==> src/rtl/multi_channel_fifo.sv <==
// Bank of NUM_CHANNELS independent FIFOs sharing one enqueue and one dequeue port.
// Rejected requests leave state untouched and latch sticky per-channel error flags.
module multi_channel_fifo #(
  parameter int unsigned WIDTH                  = 64,
  parameter int unsigned DEPTH                  = 4,
  parameter int unsigned NUM_CHANNELS           = 4,
  parameter int unsigned ALMOST_FULL_THRESHOLD  = DEPTH,
  parameter int unsigned ALMOST_EMPTY_THRESHOLD = 1,
  localparam int unsigned CH_W  = (NUM_CHANNELS > 1) ? $clog2(NUM_CHANNELS) : 1,
  localparam int unsigned CNT_W = $clog2(DEPTH + 1)
) (
  input  logic                          clk,
  input  logic                          reset_n,
  input  logic [NUM_CHANNELS-1:0]       flush_en,
  input  logic                          enqueue_en,
  input  logic [CH_W-1:0]               enqueue_channel,
  input  logic [WIDTH-1:0]              value_i,
  input  logic                          dequeue_en,
  input  logic [CH_W-1:0]               dequeue_channel,
  output logic [WIDTH-1:0]              value_o,
  output logic [NUM_CHANNELS-1:0]       full,
  output logic [NUM_CHANNELS-1:0]       almost_full,
  output logic [NUM_CHANNELS-1:0]       empty,
  output logic [NUM_CHANNELS-1:0]       almost_empty,
  output logic [NUM_CHANNELS*CNT_W-1:0] count,
  output logic [NUM_CHANNELS-1:0]       overflow,
  output logic [NUM_CHANNELS-1:0]       underflow
);

  localparam int unsigned PTR_W = (DEPTH > 1) ? $clog2(DEPTH) : 1;

  logic [WIDTH-1:0] mem [NUM_CHANNELS][DEPTH];
  logic [PTR_W-1:0] head [NUM_CHANNELS];
  logic [PTR_W-1:0] tail [NUM_CHANNELS];
  logic [CNT_W-1:0] cnt  [NUM_CHANNELS];

  logic [NUM_CHANNELS-1:0] enq_hit;
  logic [NUM_CHANNELS-1:0] deq_hit;
  logic [NUM_CHANNELS-1:0] enq_acc;
  logic [NUM_CHANNELS-1:0] deq_acc;
  logic [NUM_CHANNELS-1:0] enq_rej;
  logic [NUM_CHANNELS-1:0] deq_rej;

  // Wrap at DEPTH-1 explicitly so non-power-of-two depths work.
  function automatic logic [PTR_W-1:0] ptr_inc(input logic [PTR_W-1:0] p);
    return (p == PTR_W'(DEPTH - 1)) ? '0 : p + PTR_W'(1);
  endfunction

  // Per-channel accept/reject decode; an out-of-range index matches no channel.
  always_comb begin
    enq_hit = '0;
    deq_hit = '0;
    enq_acc = '0;
    deq_acc = '0;
    enq_rej = '0;
    deq_rej = '0;
    for (int c = 0; c < NUM_CHANNELS; c++) begin
      enq_hit[c] = enqueue_en && (enqueue_channel == CH_W'(c)) && !flush_en[c];
      deq_hit[c] = dequeue_en && (dequeue_channel == CH_W'(c)) && !flush_en[c];
      deq_acc[c] = deq_hit[c] && (cnt[c] != '0);
      deq_rej[c] = deq_hit[c] && (cnt[c] == '0);
      enq_acc[c] = enq_hit[c] && ((cnt[c] != CNT_W'(DEPTH)) || deq_acc[c]);
      enq_rej[c] = enq_hit[c] && !enq_acc[c];
    end
  end

  // Pointers, counts and sticky error flags.
  always_ff @(posedge clk) begin
    if (!reset_n) begin
      for (int c = 0; c < NUM_CHANNELS; c++) begin
        head[c] <= '0;
        tail[c] <= '0;
        cnt[c]  <= '0;
      end
      overflow  <= '0;
      underflow <= '0;
    end else begin
      for (int c = 0; c < NUM_CHANNELS; c++) begin
        if (flush_en[c]) begin
          head[c]      <= '0;
          tail[c]      <= '0;
          cnt[c]       <= '0;
          overflow[c]  <= 1'b0;
          underflow[c] <= 1'b0;
        end else begin
          if (enq_acc[c]) tail[c] <= ptr_inc(tail[c]);
          if (deq_acc[c]) head[c] <= ptr_inc(head[c]);
          case ({enq_acc[c], deq_acc[c]})
            2'b10:   cnt[c] <= cnt[c] + CNT_W'(1);
            2'b01:   cnt[c] <= cnt[c] - CNT_W'(1);
            default: cnt[c] <= cnt[c];
          endcase
          if (enq_rej[c]) overflow[c]  <= 1'b1;
          if (deq_rej[c]) underflow[c] <= 1'b1;
        end
      end
    end
  end

  // Storage is deliberately left unreset.
  always_ff @(posedge clk) begin
    for (int c = 0; c < NUM_CHANNELS; c++) begin
      if (reset_n && enq_acc[c]) mem[c][tail[c]] <= value_i;
    end
  end

  // Show-ahead read of the selected channel's head entry.
  always_comb begin
    value_o = '0;
    for (int c = 0; c < NUM_CHANNELS; c++) begin
      if (dequeue_channel == CH_W'(c)) value_o = mem[c][head[c]];
    end
  end

  // Status flags decoded from registered counts.
  always_comb begin
    full         = '0;
    almost_full  = '0;
    empty        = '0;
    almost_empty = '0;
    count        = '0;
    for (int c = 0; c < NUM_CHANNELS; c++) begin
      full[c]                 = (cnt[c] == CNT_W'(DEPTH));
      almost_full[c]          = (cnt[c] >= CNT_W'(ALMOST_FULL_THRESHOLD));
      empty[c]                = (cnt[c] == '0);
      almost_empty[c]         = (cnt[c] <= CNT_W'(ALMOST_EMPTY_THRESHOLD));
      count[c*CNT_W +: CNT_W] = cnt[c];
    end
  end

  // Requests naming a channel that does not exist are a usage error.
  always_ff @(posedge clk) begin
    if (reset_n && enqueue_en) assert (32'(enqueue_channel) < NUM_CHANNELS);
    if (reset_n && dequeue_en) assert (32'(dequeue_channel) < NUM_CHANNELS);
  end

endmodule

==> config.mk <==
export PLATFORM = sky130hd
export DESIGN_NAME = multi_channel_fifo
export DESIGN_NICKNAME = d
export VERILOG_FILES = /design/src/rtl/multi_channel_fifo.sv
export SDC_FILE = /design/constraint.sdc
export NUM_CORES = 1
export LEC_CHECK = 0
export ABC_AREA = 1
export CORE_ASPECT_RATIO = 2
export CORE_MARGIN = 2
export CORE_UTILIZATION = 25
export CTS_CLUSTER_SIZE = 14
export DETAILED_ROUTE_END_ITERATION = 16
export GPL_TIMING_DRIVEN = 0
export MAX_ROUTING_LAYER = met4
export SYNTH_ARGS = -nofsm -noshare
export SYNTH_HDL_FRONTEND = slang
export SYNTH_SLANG_ARGS = --single-unit
==> constraint.sdc <==
create_clock -name clk -period 5.7 [get_ports clk]
set_input_delay 0.57 -clock clk [delete_from_list [all_inputs] [get_ports clk]]
set_output_delay 0.57 -clock clk [all_outputs]
set_load 0.03 [all_outputs]
After elaboration in Yosys (flattened, before gate mapping) --
Memory sizes are Yosys's and may differ from the RTL's. Cells that the tools add are included. Widths: inputs -> output; s select.
Storage, ports and cells: flip-flop bits (word level) 8, bits in writable memories 1052, input port bits 76, output and inout port bits 100, memories 4
Memory list:
- mem | depth 4, bits a word 256, rd ports 4, clocked after memory_dff 0, wr ports 1, line 32 | logic [WIDTH-1:0] mem [NUM_CHANNELS][DEPTH];
- cnt | depth 4, bits a word 3, rd ports 4, clocked after memory_dff 0, wr ports 4, line 35 | logic [CNT_W-1:0] cnt [NUM_CHANNELS];
- head | depth 4, bits a word 2, rd ports 4, clocked after memory_dff 0, wr ports 4, line 33 | logic [PTR_W-1:0] head [NUM_CHANNELS];
- tail | depth 4, bits a word 2, rd ports 4, clocked after memory_dff 0, wr ports 4, line 34 | logic [PTR_W-1:0] tail [NUM_CHANNELS];
Operators by class: $add $sub $neg 16, order comparisons 20, equal/unequal tests 30, multiplexer cells 174, bitwise logic cells 41, reduce and logical (&&, ||, !) cells 73
Operators by type and width (number):
- $mux 256 | 10
- $mux 64 | 16
- $reduce_or 256->1 | 3
- $bmux 64 s2 | 4
- $demux 64 s2 | 4
- $mux 1 | 97
- $mux 2 | 27
- $mux 3 | 16
- $logic_and 1x1->1 | 40
- $ge 3x3->1 const B | 12
- $eq 2x2->1 const B | 16
- $or 1x1->1 | 32
- $not 2->3 | 8
- $add 2x1->2 const B | 8
- $reduce_or 2->1 | 8
- $add 3x1->3 const B | 4
- $eq 2x1->1 const B | 6
- $eq 3x3->1 const B | 4
- $le 3x1->1 const B | 4
- $logic_not 3->1 | 4
- $lt 3x1->1 const B | 4
- $ne 3x3->1 const B | 4
- $reduce_bool 3->1 | 4
- $sub 3x1->3 const B | 4
- other kinds (4) | 15

Logic depth before layout (Yosys ltp) --
depth after elaboration 14, gate-level depth with buffers 14

Worst setup path before layout --
OpenSTA, ideal clock, no wires.
kind reg2reg, start point memory cnt[0][0] (netlist name), end point memory mem[0][0] (netlist name), enable pin, library setup time 486 ps, arrival 4131 ps, path slack 1083 ps, stages on the path, launching flop included 10, buffers on the path 0, clock period less this slack 4617 ps, cell sequence edfxtp_1 -> inv_1 -> ha_1 -> nand2_1 -> inv_1 -> nand2_1 -> nand2_1 -> inv_2 -> nand2_1 -> nor2_1
RTL lines (line):
- from (decl) | 35
- to (decl) | 32

Worst setup path after layout --
start point input dequeue_channel[1], end point output value_o[5]
On the way: longest elaborated chain between the ends 5
Ends and longest elaborated chain:
- from (decl) | line 19 | input logic [CH_W-1:0] dequeue_channel,
- $logic_not 2->1 | line 111 | if (dequeue_channel == CH_W'(c)) value_o = mem[c][head[c]];
- $mux 64 (3 in a row) | line 111
- $mux 64 * | line 111
- to (decl) | line 20 | output logic [WIDTH-1:0] value_o,
Every way passes the cells marked *; elsewhere a longest branch is shown, timed or not.

==> impl_metrics.yaml <==
clock_network:
  cts_setup_buffers: 0
  cts_tree: "yes"
  clkTransAtPathRegs_ns: 0.06
  cts_buffers: 89
  holdBufCountCts: 0
  post_cts_resized: 0
  cts_max_path_buffers: 3
  cts_sinks: 1060
  htreeDepth: 3
  cts-root-buf: "clkbuf_16"
  clock_latency_ns: 0.68
layout:
  fill_cells: 17400
  nets: 4169
  post-route-util_pct: 29.8
  syn_to_final_growth_pct: 18.5
  drive_gt1_share_pct: 7.74
floorplan:
  die-area_mm2: 0.178
  pin_count: 176
  rows: 216
  start_util_pct: 25.1
  dieWidth_um: 299
  die_height_um: 594
  core-area_mm2: 0.173
routing:
  drt-initial-drc-count: 2553
  wl_met2_mm: 78.5
  viasPerCell: 4.61
  antenna_left: 0
  firstDrtPassIters: 6
  wl_per_cell_um: 23.3
  dr_total_vias: 29400
  drc: 0
  wl_met3_mm: 8.06
  wirelength_mm: 149
  routed.top_layer: "met4"
  wl_met1_mm: 49.4
synth:
  synth.mux.area_fraction_pct: 0
  yosysTopAreaCell: "edfxtp_1"
  synth-seq-cells: 1060
  syn_nets: 3864
  synth_top_area_share_pct: 72.5
  synth_ff_type: "edfxtp_1"
  synth-seq-area-share_pct: 72.9
  ys_top_cells_by_area: "edfxtp_1 73%, nand2_1 11%, nand3_1 6.9%"
  async_flop_share_pct: 0
  synth_cells: 3744
  ys_types: 28
  synth_top_family_by_area: "simple AND/OR/NAND/NOR gates"
  yosysWarnings: 0
  synth_compound_area_share_pct: 1.10
  synthAdderAreaFrac_pct: 1.26
  synth_area_per_cell_um2: 11.6
  synth-edff-count: 1052
  synth_xor_area_share_pct: 0.121
  synth_area_mm2: 0.0436
  synth-simple-area-share_pct: 19.8
setup_path:
  cpMostUsedCell: "clkdlybuf4s50_1"
  start_kind: "primary input"
  arrival_ns: 4.06
  cp_top_family: "buffers and inverters"
  cp_slowest_stage_delay_ns: 0.72
  worstSetupEndpointType: "primary output"
  path_cells: "clkdlybuf4s50_1 -> nor2_1 -> buf_2 -> buf_1 -> nand2_1 -> nand4_1 -> clkdlybuf4s50_1"
  worstPathRequired_ns: 5.13
  worstSetupPathType: "primary input to primary output"
  slowest_stage: "clkdlybuf4s50_1"
  cp_num_buf_inv: 4
  worstPathMaxFanout: 10
grt:
  antenna_found_initial: 18
  first_global_vias: 29600
  gr-total-overflow: 0
  grt_max_degree: 28
  grt_usage_pct: 16.9
  grt_pass1_wl_mm: 208
sta:
  setup_viol: 0
  skew_ns: 0.0160
  finalCritPeriodShare_pct: 81.1
  hold_viol: 0
  hold-worst-slack_ns: 0.457
  slew_headroom_pct: 23.6
  timing.fmax_ghz: 0.216
  min_period_ns: 4.63
  rsz0062_at_grt: "no"
  worst_pin_slew_ns: 1.15
  slew_violations: 0
pwr:
  pwr-share-seq_pct: 55.3
  power_density_mw_per_mm2: 302
  fin_total_pwr_w: 0.0156
  p_clk_share_pct: 36.0
  p_int_w: 0.0118
  ir_drop_mv: 0.228
  power.switching_w: 0.00378
  power.leakage_nw: 18.7
  p_sw_share_pct: 24.2
  power_frac_comb_pct: 8.8
placed_design:
  port_buffers: 175
  hpwl_mm: 110
  place.gp.congestion: 0.854
status:
  status: "finished, final reports clean"
worst_hold_path:
  hp-class: "flip-flop to flip-flop"
flow_run:
  drv_cap: 0
-- kinds of logic after synthesis --
kind of cell,count (synthesis)
fa+ha+maj,44
xor+xnor,6
simple gates,2037
buf+inv,503
flops,1060
compound gates,94
-- cells in the final DEF (no fill, tap or decap), drive strengths merged --
cell type      instances
nand2               1241
edfxtp              1052
nand3                602
inv                  309
buf                  197
clkdlybuf4s50        175
clkbuf               144
nor2                 112
o21ai                 77
nand4                 69
ha                    44
diode                 18
a21oi                 14
clkinv                14
nor3                  12
dfxtp                  8
xnor2                  3
xor2                   3
or2                    1
o211ai                 1
o2111ai                1
o21a                   1
clkinvlp               1
-- cells in the mapped netlist, types with 15 or more instances --
cell,instances
o21ai_0,73
inv_1,294
clkbuf_1,43
nand3_1,600
nand4_1,69
buf_1,15
nand2_1,1240
edfxtp_1,1052
ha_1,44
buf_2,128
nor2_1,108
buf_4,15
-- sequential cells by signal (all words and copies together), names as in the netlist --
signal and flops:
mem 1024, head 8, tail 8, cnt 12, overflow 4, underflow 4
-- worst register-to-register path, cell delays in order (launching register included) --
cell and delay, ns:
edfxtp_1 0.45, inv_1 0.11, ha_1 0.22, nand2_1 0.07, inv_1 0.08, nand2_1 0.13, nand3_2 0.23, nor2_4 0.74
buf_12 0.33, buf_12 0.27
-- power groups by stage --
| stage | sequential (W) | combinational [W] | clock, W |
|---|---|---|---|
| 2_1_floorplan | 0.00880 | 0.000621 | 0 |
| 3_3_place_gp | 0.00880 | 0.00134 | 0 |
| 3_5_place_dp | 0.00879 | 0.00137 | 0 |
| 4_1_cts | 0.00862 | 0.00137 | 0.00566 |
| 5_1_grt | 0.00862 | 0.00145 | 0.00591 |
| 6_report | 0.00862 | 0.00137 | 0.00561 |
-- worst paths after layout --
path	cells past startpoint	slack, ns	end	startpoint
setup / recovery	7	1.07	value_o[5]	dequeue_channel[1]
hold / removal	2	0.46	overflow[2]$_SDFFE_PP0P_	overflow[2]$_SDFFE_PP0P_
setup reg to reg	9	2.69	mem[2][111]$_DFFE_PP_	cnt[2][0]$_SDFFCE_PN0P_
hold reg to reg	2	0.46	overflow[2]$_SDFFE_PP0P_	overflow[2]$_SDFFE_PP0P_
-- stage by stage --
| step | setup TNS, ns | cell area [um2] | cells | worst slack [ns] |
|---|---|---|---|---|
| floorplan | 0 | 43600 | 3744 | 1.08 |
| global placement | -2701.82 | 48200 | 6208 | -3.05 |
| detailed placement | 0 | 49100 | 6247 | 1.09 |
| CTS | 0 | 51600 | 6370 | 1.08 |
| global route | 0 | 51600 | 6385 | 1.04 |
| finish | 0 | 51600 | 6388 | 1.07 |
-- routing by layer --
layer,vias to the layer above,track usage [%]
li1,13400,-
met4,0,13.0
met2,1254,30.6
met5,-,-
met3,417,2.44
met1,14400,15.8
-- layout make-up --
| cell class | count | area [um2] | area share, % |
|---|---|---|---|
| Clock buffer | 101 | 2270 | 4.40 |
| Antenna cell | 18 | 45.0 | 0.0872 |
| Buffer | 201 | 971 | 1.88 |
| Inverter | 302 | 1140 | 2.20 |
| Sequential cell | 1060 | 31800 | 61.5 |
| Tap cell | 2289 | 2860 | 5.55 |
| Multi-Input combinational cell | 2181 | 9830 | 19.0 |
| Timing Repair Buffer | 214 | 2560 | 4.96 |
| Clock inverter | 22 | 199 | 0.385 |
No activity file was read; power rests on OpenSTA's default activity.
